$ cat src/rtl/spi_pkg.sv
// Shared state encoding and SPI mode constants for the SPI master controller.
package spi_pkg;

  localparam int   SPI_DATA_W = 8;
  localparam logic SPI_CPOL   = 1'b0;
  localparam logic SPI_CPHA   = 1'b0;

  typedef enum logic [2:0] {
    IDLE  = 3'd0,
    SETUP = 3'd1,
    SHIFT = 3'd2,
    DONE  = 3'd3,
    GAP   = 3'd4
  } spi_state_e;

  // The requester may hand over a byte only while waiting for a frame or a beat.
  function automatic logic is_ready_state(input spi_state_e s);
    return (s == IDLE) || (s == GAP);
  endfunction

endpackage

$ cat src/rtl/spi_clk_div.sv
// Half-period divider for sck: counts CLK_DIV cycles while enabled and toggles sck,
// reporting the leading (rise) and trailing (fall) edge one cycle before sck moves.
module spi_clk_div
  import spi_pkg::*;
#(
  parameter int CLK_DIV = 4
) (
  input  logic clk,
  input  logic rst_n,
  input  logic en,
  output logic sck,
  output logic sck_rise,
  output logic sck_fall
);

  localparam int CNT_W = (CLK_DIV > 1) ? $clog2(CLK_DIV) : 1;

  logic [CNT_W-1:0] cnt_r;
  logic             sck_r;
  logic             tick_s;

  assign tick_s   = en && (cnt_r == CNT_W'(CLK_DIV - 1));
  assign sck_rise = tick_s && (sck_r == SPI_CPOL);
  assign sck_fall = tick_s && (sck_r != SPI_CPOL);
  assign sck      = sck_r;

  // Divider counter and sck phase; both snap back to idle whenever shifting stops.
  always_ff @(posedge clk or negedge rst_n) begin
    if (!rst_n) begin
      cnt_r <= {CNT_W{1'b0}};
      sck_r <= SPI_CPOL;
    end else if (!en) begin
      cnt_r <= {CNT_W{1'b0}};
      sck_r <= SPI_CPOL;
    end else if (tick_s) begin
      cnt_r <= {CNT_W{1'b0}};
      sck_r <= ~sck_r;
    end else begin
      cnt_r <= cnt_r + CNT_W'(1);
    end
  end

endmodule

$ cat src/rtl/spi_master_ctrl.sv
// SPI mode-0 master sequencer with multi-beat frames (ss_n held low until a last beat).
// Build option: define SPI_LOOPBACK_EN to sample the internal mosi instead of the miso pin.
module spi_master_ctrl
  import spi_pkg::*;
#(
  parameter int DATA_W   = SPI_DATA_W,
  parameter int CLK_DIV  = 4,
  parameter int SS_SETUP = 2
) (
  input  logic              clk,
  input  logic              rst_n,
  input  logic              tx_valid,
  output logic              tx_ready,
  input  logic [DATA_W-1:0] tx_data,
  input  logic              tx_last,
  output logic              rx_valid,
  output logic [DATA_W-1:0] rx_data,
  output logic              busy,
  output logic              ss_n,
  output logic              sck,
  output logic              mosi,
  input  logic              miso
);

  localparam int BIT_W = (DATA_W > 1) ? $clog2(DATA_W) : 1;
  localparam int SET_W = $clog2(SS_SETUP + 1);

  spi_state_e        state_r;
  spi_state_e        state_s;
  logic [DATA_W-1:0] tx_sr_r;
  logic [DATA_W-1:0] rx_sr_r;
  logic [DATA_W-1:0] rx_data_r;
  logic [BIT_W-1:0]  bit_cnt_r;
  logic [SET_W-1:0]  setup_cnt_r;
  logic              last_r;
  logic              ss_n_r;
  logic              mosi_r;
  logic              rx_valid_r;
  logic              busy_r;
  logic              tx_ready_r;
  logic              accept_s;
  logic              sck_s;
  logic              sck_rise_s;
  logic              sck_fall_s;
  logic              sample_edge_s;
  logic              shift_edge_s;
  logic              sample_bit_s;
  logic              last_bit_s;
  logic              setup_done_s;

  assign accept_s     = tx_valid && tx_ready_r;
  assign last_bit_s   = (bit_cnt_r == BIT_W'(DATA_W - 1));
  assign setup_done_s = (setup_cnt_r == SET_W'(SS_SETUP - 1));

  spi_clk_div #(
    .CLK_DIV (CLK_DIV)
  ) u_clk_div (
    .clk      (clk),
    .rst_n    (rst_n),
    .en       (state_r == SHIFT),
    .sck      (sck_s),
    .sck_rise (sck_rise_s),
    .sck_fall (sck_fall_s)
  );

  // Mode 0: capture on the leading edge, launch the next bit on the trailing edge.
  assign sample_edge_s = (SPI_CPHA == 1'b0) ? sck_rise_s : sck_fall_s;
  assign shift_edge_s  = (SPI_CPHA == 1'b0) ? sck_fall_s : sck_rise_s;

`ifdef SPI_LOOPBACK_EN
  logic unused_miso_s;
  assign unused_miso_s = miso;
  assign sample_bit_s  = mosi_r;
`else
  assign sample_bit_s  = miso;
`endif

  // State register.
  always_ff @(posedge clk or negedge rst_n) begin
    if (!rst_n) begin
      state_r <= IDLE;
    end else begin
      state_r <= state_s;
    end
  end

  // Next-state logic; a beat inside a frame re-enters SHIFT from GAP without SETUP.
  always_comb begin
    state_s = state_r;
    case (state_r)
      IDLE: begin
        if (accept_s) state_s = SETUP;
        else          state_s = IDLE;
      end
      SETUP: begin
        if (setup_done_s) state_s = SHIFT;
        else              state_s = SETUP;
      end
      SHIFT: begin
        if (shift_edge_s && last_bit_s) state_s = DONE;
        else                            state_s = SHIFT;
      end
      DONE: begin
        if (last_r) state_s = IDLE;
        else        state_s = GAP;
      end
      GAP: begin
        if (accept_s) state_s = SHIFT;
        else          state_s = GAP;
      end
      default: state_s = IDLE;
    endcase
  end

  // Handshake and status flags, registered from the next state.
  always_ff @(posedge clk or negedge rst_n) begin
    if (!rst_n) begin
      tx_ready_r <= 1'b1;
      busy_r     <= 1'b0;
      rx_valid_r <= 1'b0;
    end else begin
      tx_ready_r <= is_ready_state(state_s);
      busy_r     <= (state_s != IDLE);
      rx_valid_r <= (state_s == DONE);
    end
  end

  // SETUP dwell counter.
  always_ff @(posedge clk or negedge rst_n) begin
    if (!rst_n) begin
      setup_cnt_r <= {SET_W{1'b0}};
    end else if (state_r == SETUP) begin
      setup_cnt_r <= setup_cnt_r + SET_W'(1);
    end else begin
      setup_cnt_r <= {SET_W{1'b0}};
    end
  end

  // Transmit path: latch the beat on accept, then walk MSB-first on trailing edges.
  always_ff @(posedge clk or negedge rst_n) begin
    if (!rst_n) begin
      tx_sr_r   <= {DATA_W{1'b0}};
      mosi_r    <= 1'b0;
      last_r    <= 1'b0;
      bit_cnt_r <= {BIT_W{1'b0}};
    end else if (accept_s) begin
      tx_sr_r   <= tx_data;
      mosi_r    <= tx_data[DATA_W-1];
      last_r    <= tx_last;
      bit_cnt_r <= {BIT_W{1'b0}};
    end else if (shift_edge_s) begin
      tx_sr_r   <= {tx_sr_r[DATA_W-2:0], 1'b0};
      mosi_r    <= tx_sr_r[DATA_W-2];
      bit_cnt_r <= bit_cnt_r + BIT_W'(1);
    end
  end

  // Receive path: shift in on leading edges, publish as the beat completes.
  always_ff @(posedge clk or negedge rst_n) begin
    if (!rst_n) begin
      rx_sr_r   <= {DATA_W{1'b0}};
      rx_data_r <= {DATA_W{1'b0}};
    end else begin
      if (sample_edge_s) begin
        rx_sr_r <= {rx_sr_r[DATA_W-2:0], sample_bit_s};
      end
      if (state_s == DONE) begin
        rx_data_r <= rx_sr_r;
      end
    end
  end

  // Slave select: drops on the first accepted beat, rises only after a last beat.
  always_ff @(posedge clk or negedge rst_n) begin
    if (!rst_n) begin
      ss_n_r <= 1'b1;
    end else if (accept_s) begin
      ss_n_r <= 1'b0;
    end else if ((state_r == DONE) && last_r) begin
      ss_n_r <= 1'b1;
    end
  end

  assign tx_ready = tx_ready_r;
  assign busy     = busy_r;
  assign rx_valid = rx_valid_r;
  assign rx_data  = rx_data_r;
  assign ss_n     = ss_n_r;
  assign sck      = sck_s;
  assign mosi     = mosi_r;

endmodule

$ cat config.mk
export PLATFORM = sky130hd
export DESIGN_NAME = spi_master_ctrl
export DESIGN_NICKNAME = d
export VERILOG_FILES = /design/src/rtl/spi_pkg.sv /design/src/rtl/spi_clk_div.sv /design/src/rtl/spi_master_ctrl.sv
export SDC_FILE = /design/constraint.sdc
export NUM_CORES = 1
export LEC_CHECK = 0
export ABC_CLOCK_PERIOD_IN_PS = 2100
export BUFFER_PORTS_ARGS = -buffer_cell sky130_fd_sc_hd__buf_2
export CELL_PAD_IN_SITES_DETAIL_PLACEMENT = 0
export CELL_PAD_IN_SITES_GLOBAL_PLACEMENT = 1
export CORE_MARGIN = 4
export CORE_UTILIZATION = 40
export CTS_CLUSTER_DIAMETER = 60
export CTS_CLUSTER_SIZE = 8
export DETAILED_ROUTE_END_ITERATION = 16
export GPL_TIMING_DRIVEN = 0
export PLACE_DENSITY_LB_ADDON = 0.1
export SETUP_SLACK_MARGIN = 0.4
export SLEW_MARGIN = 20
export SYNTH_ARGS = -nofsm -noshare
export SYNTH_HDL_FRONTEND = slang
export SYNTH_SLANG_ARGS = --single-unit
$ cat constraint.sdc
create_clock -name clk -period 2.1 [get_ports clk]
set_clock_uncertainty 0.1 [all_clocks]
set_input_delay 0.315 -clock clk [delete_from_list [all_inputs] [get_ports clk]]
set_output_delay 0.315 -clock clk [all_outputs]
set_load 0.05 [all_outputs]
==> summary.txt <==
STA
  – Period Utilization, post-route: just over 80%
  – Max-slew violation count: 0
  – Least-Margin Pin Slew: 0.894 ns
  – Fin. Hold Viols: 0
  – # setup viols final: 0
  – RSZ-0062 raised after global routing: yes
  – F_max: between 500 and 600 MHz
  – Setup_tns: 0 ns
  – Min Tclk post-route: around 1.7 ns
  – Slew headroom: about 40%

Final layout
  – FF+latch area: 0.00100 mm²
  – Nets: between 200 and 250
  – Fill cells: 387
  – Design area: 0.00214 mm²
  – Area grow syn2layout: 20.9%
  – Ant. Diodes: 0
  – Fraction of layout cells with a size suffix above 1: between 30% and 40%
  – Multi-input logic area: slightly above 700 µm²

Clock tree
  – H-tree depth: 2
  – Hold buffers post-CTS: 0
  – CTS tree: yes
  – Clock Sinks: 40
  – TritonCTS Buffers: 5
  – CTS max path bufs: 2
  – CTS clock-pin slew for the worst setup and hold paths: around 0.080 ns
  – Worst-Skew Late Latency: between 0.2 and 0.3 ns
  – Root buf cell: clkbuf_8

Global routing
  – Number of global-route vias before repair: roughly 1,200
  – Largest net degree at the start of global routing: 41
  – All-layer global routing usage: between 10 and 15%
  – Grt ovf: 0
  – Initial antenna violation count: 0
  – First-pass GRT wire length: between 5000 and 6000 µm

Worst setup path
  – FF-to-FF Start: u_clk_div.cnt_r[0]
  – Cell family with most CP delay: flip-flops
  – Worst R2R Setup Slack: 0.35 ns
  – Crit Path Max Fanout: 5
  – Critical-path cell list: ha_4 > and4bb_1 > buf_6 > and3_4 > clkbuf_16 > mux2_4
  – Worst Path Arrival: between 1.5 and 2 ns
  – CP startpoint kind: flop
  – Number of buffers and inverters on the critical path: 2
  – WP depth: 6
  – Slowest CP cell: dfrtp_1
  – Setup CP Type: flop to flop
  – CP endpoint: rx_data[4]
  – Depth of the worst register-to-register path: 6
  – CP required: approximately 2.2 ns
  – FF-to-FF End: rx_data[4]
  – Worst Setup SP: u_clk_div.cnt_r[0]
  – Critical Path Max Stage Delay: 0.41 ns
  – CP endpoint kind: flop

Route
  – Routed Antenna Nets: 0
  – Vias: 1,212
  – First DRT Iteration DRCs: 47
  – Initial DRT Pass Iterations: 4
  – # DRC: 0
  – Vias/cell: ~5
  – DR WL/cell: around 15 µm
  – DRT Wirelength: roughly 3500 µm

Synth
  – Mux share of post-synthesis cell area: roughly 14%
  – Sequential cell area fraction in the yosys report: between 50% and 60%
  – Yosys reg bits: 40
  – Library cells used by synthesis: 35
  – Synthesized Nets: roughly 160
  – Post-synthesis simple-gate area fraction: between 10% and 20%
  – Syn avg cell area: about 12 µm²
  – Yosys warning count: 0
  – Largest family of logic cells by synthesized area: multiplexers
  – Compound-Gate Fraction of Synth Area: between 10% and 20%
  – Xor and xnor fraction of the mapped netlist area: 0.988%
  – Post-Syn Instances: around 150
  – Syn Std Cell Area: 0.00177 mm²
  – Adder-cell share of the synthesized area: around 2.8%

Status
  – Status: completed

Die
  – Die H: between 70 and 80 µm
  – Starting Density: between 40% and 50%
  – Die footprint: around 0.0056 mm²
  – Die W: ~75 µm
  – Core ar.: slightly above 0.004 mm²
  – Site Rows: 23
  – Io pins: 27

Pwr
  – Pwr dens: 1020 mW/mm²
  – Peak supply drop: 0.474 mV
  – Total leakage power: 0.00103 µW

Placement
  – PortBufs: 26
  – Final HPWL DP: 2300 µm
  – DP Area: approximately 0.0020 mm²
  – GP Congestion: around 0.75

Min path
  – HP Class: primary input to async pin

Run
  – MaxCap Viol Count: 0
==> worst min-delay path by stage <==
stage / to / slack [ns]
6_report: tx_sr_r[5] / 0.05
5_1_grt: rx_data[7] / 0.11
4_1_cts: tx_sr_r[5] / 0.07
3_5_place_dp: setup_cnt_r[0] / 0.32
3_3_place_gp: setup_cnt_r[0] / 0.32
2_1_floorplan: bit_cnt_r[0] / -0.08
==> placed cells by master (no fill, tap or decap), types with 2 or more instances in the layout <==
cell,n
clkbuf_2,3
buf_6,2
a31oi_1,7
buf_2,26
mux2_2,2
nand2b_1,4
clkbuf_1,3
ha_1,3
mux2_1,8
xnor2_1,2
buf_4,7
nor2_1,12
o21ai_1,4
nand3_1,3
o21ai_0,9
inv_1,2
dfstp_2,2
mux2_4,8
dfrtp_1,37
nand2_1,6
clkbuf_8,5
a21oi_1,11
==> synthesized netlist by cell type, drive strengths merged <==
master / n / share of area (%)
nor2: 13 / 3.2
a21o: 1 / 0.42
inv: 2 / 0.42
xnor2: 2 / 0.99
dfrtp: 38 / 54
o22ai: 1 / 0.35
o32ai: 1 / 0.49
dfstp: 2 / 3.0
nand2: 6 / 1.3
or3: 1 / 0.35
nand3: 3 / 0.85
o21a: 1 / 0.42
o21ai: 13 / 3.7
nand4bb: 1 / 0.64
a21oi: 11 / 3.1
nor4: 1 / 0.35
nor3b: 1 / 0.42
nand2b: 4 / 1.4
o22a: 1 / 0.49
nor3: 1 / 0.28
mux2: 18 / 13
and4bb: 1 / 0.71
a31oi: 7 / 2.5
and3: 1 / 0.64
mux2i: 1 / 0.56
buf: 4 / 2.3
and2: 1 / 0.35
clkbuf: 6 / 1.3
ha: 4 / 2.8
==> state kept, by name, summed over array words and instances (netlist names) <==
register and flops:
bit_cnt_r 3, ss_n 1, mosi 1, tx_sr_r 7
last_r 1, tx_ready 1, rx_data 8, busy 1
u_clk_div.cnt_r 2, setup_cnt_r 2, state_r 3, rx_valid 1
u_clk_div.sck 1, rx_sr_r 8
==> cells by family after synthesis <==
| family | after synthesis |
|---|---|
| AOI/OAI and AO/OA | 36 |
| adders and majority gates | 4 |
| muxes | 19 |
| and+or+nand+nor | 34 |
| DFF | 40 |
| buffers and inverters | 12 |
| xor gates and xnor gates | 2 |
==> timing repair <==
item,in CTS,in global routing
resized for setup,2,6
buffers inserted,2,4
pin swaps,1,1
endpoints found under the hold margin,0,0
setup endpoints to repair,8,25
cloned,0,1
==> metal layers <==
layer	up-vias	share of wire, %	global-route usage (%)
met1	585	45	17.2
met4	0	1.6	5.73
met3	6	5.6	4.46
li1	593	-	-
met2	28	48	22.0
met5	-	0	0
==> metrics by stage <==
step | std cells | utilization [%] | hold WS [ns] | power (µW) | worst slack [ns]
2_1_floorplan | 147 | - | -0.0806 | 1510 | 0.401
3_3_place_gp | 223 | 47.5 | 0.318 | 1650 | 0.320
3_5_place_dp | 223 | 47.5 | 0.325 | 1670 | 0.303
4_1_cts | 232 | 50.2 | 0.0712 | 2170 | 0.361
5_1_grt | 237 | 51.7 | 0.106 | 2330 | 0.297
6_report | 237 | 51.7 | 0.0456 | 2190 | 0.354
==> cell type report <==
type                    count  area share, %
plain buffers              10           3.56
well taps                  50           2.92
inverters                   2          0.350
repair buffers             33           9.34
clock inverters             2          0.584
clock buffers               5           3.21
flip-flops and latches     40           46.9
multi-input cells          95           33.2
==> report_power, final <==
group | internal, µW | switching (µW) | total [µW] | leakage, µW
clock | 225 | 261 | 486 | 0.0000400
sequential | 936 | 80.8 | 1020 | 0.000518
combinational | 282 | 410 | 692 | 0.000473
total | 1440 | 752 | 2190 | 0.00103
No activity file was read; power rests on OpenSTA's default activity.
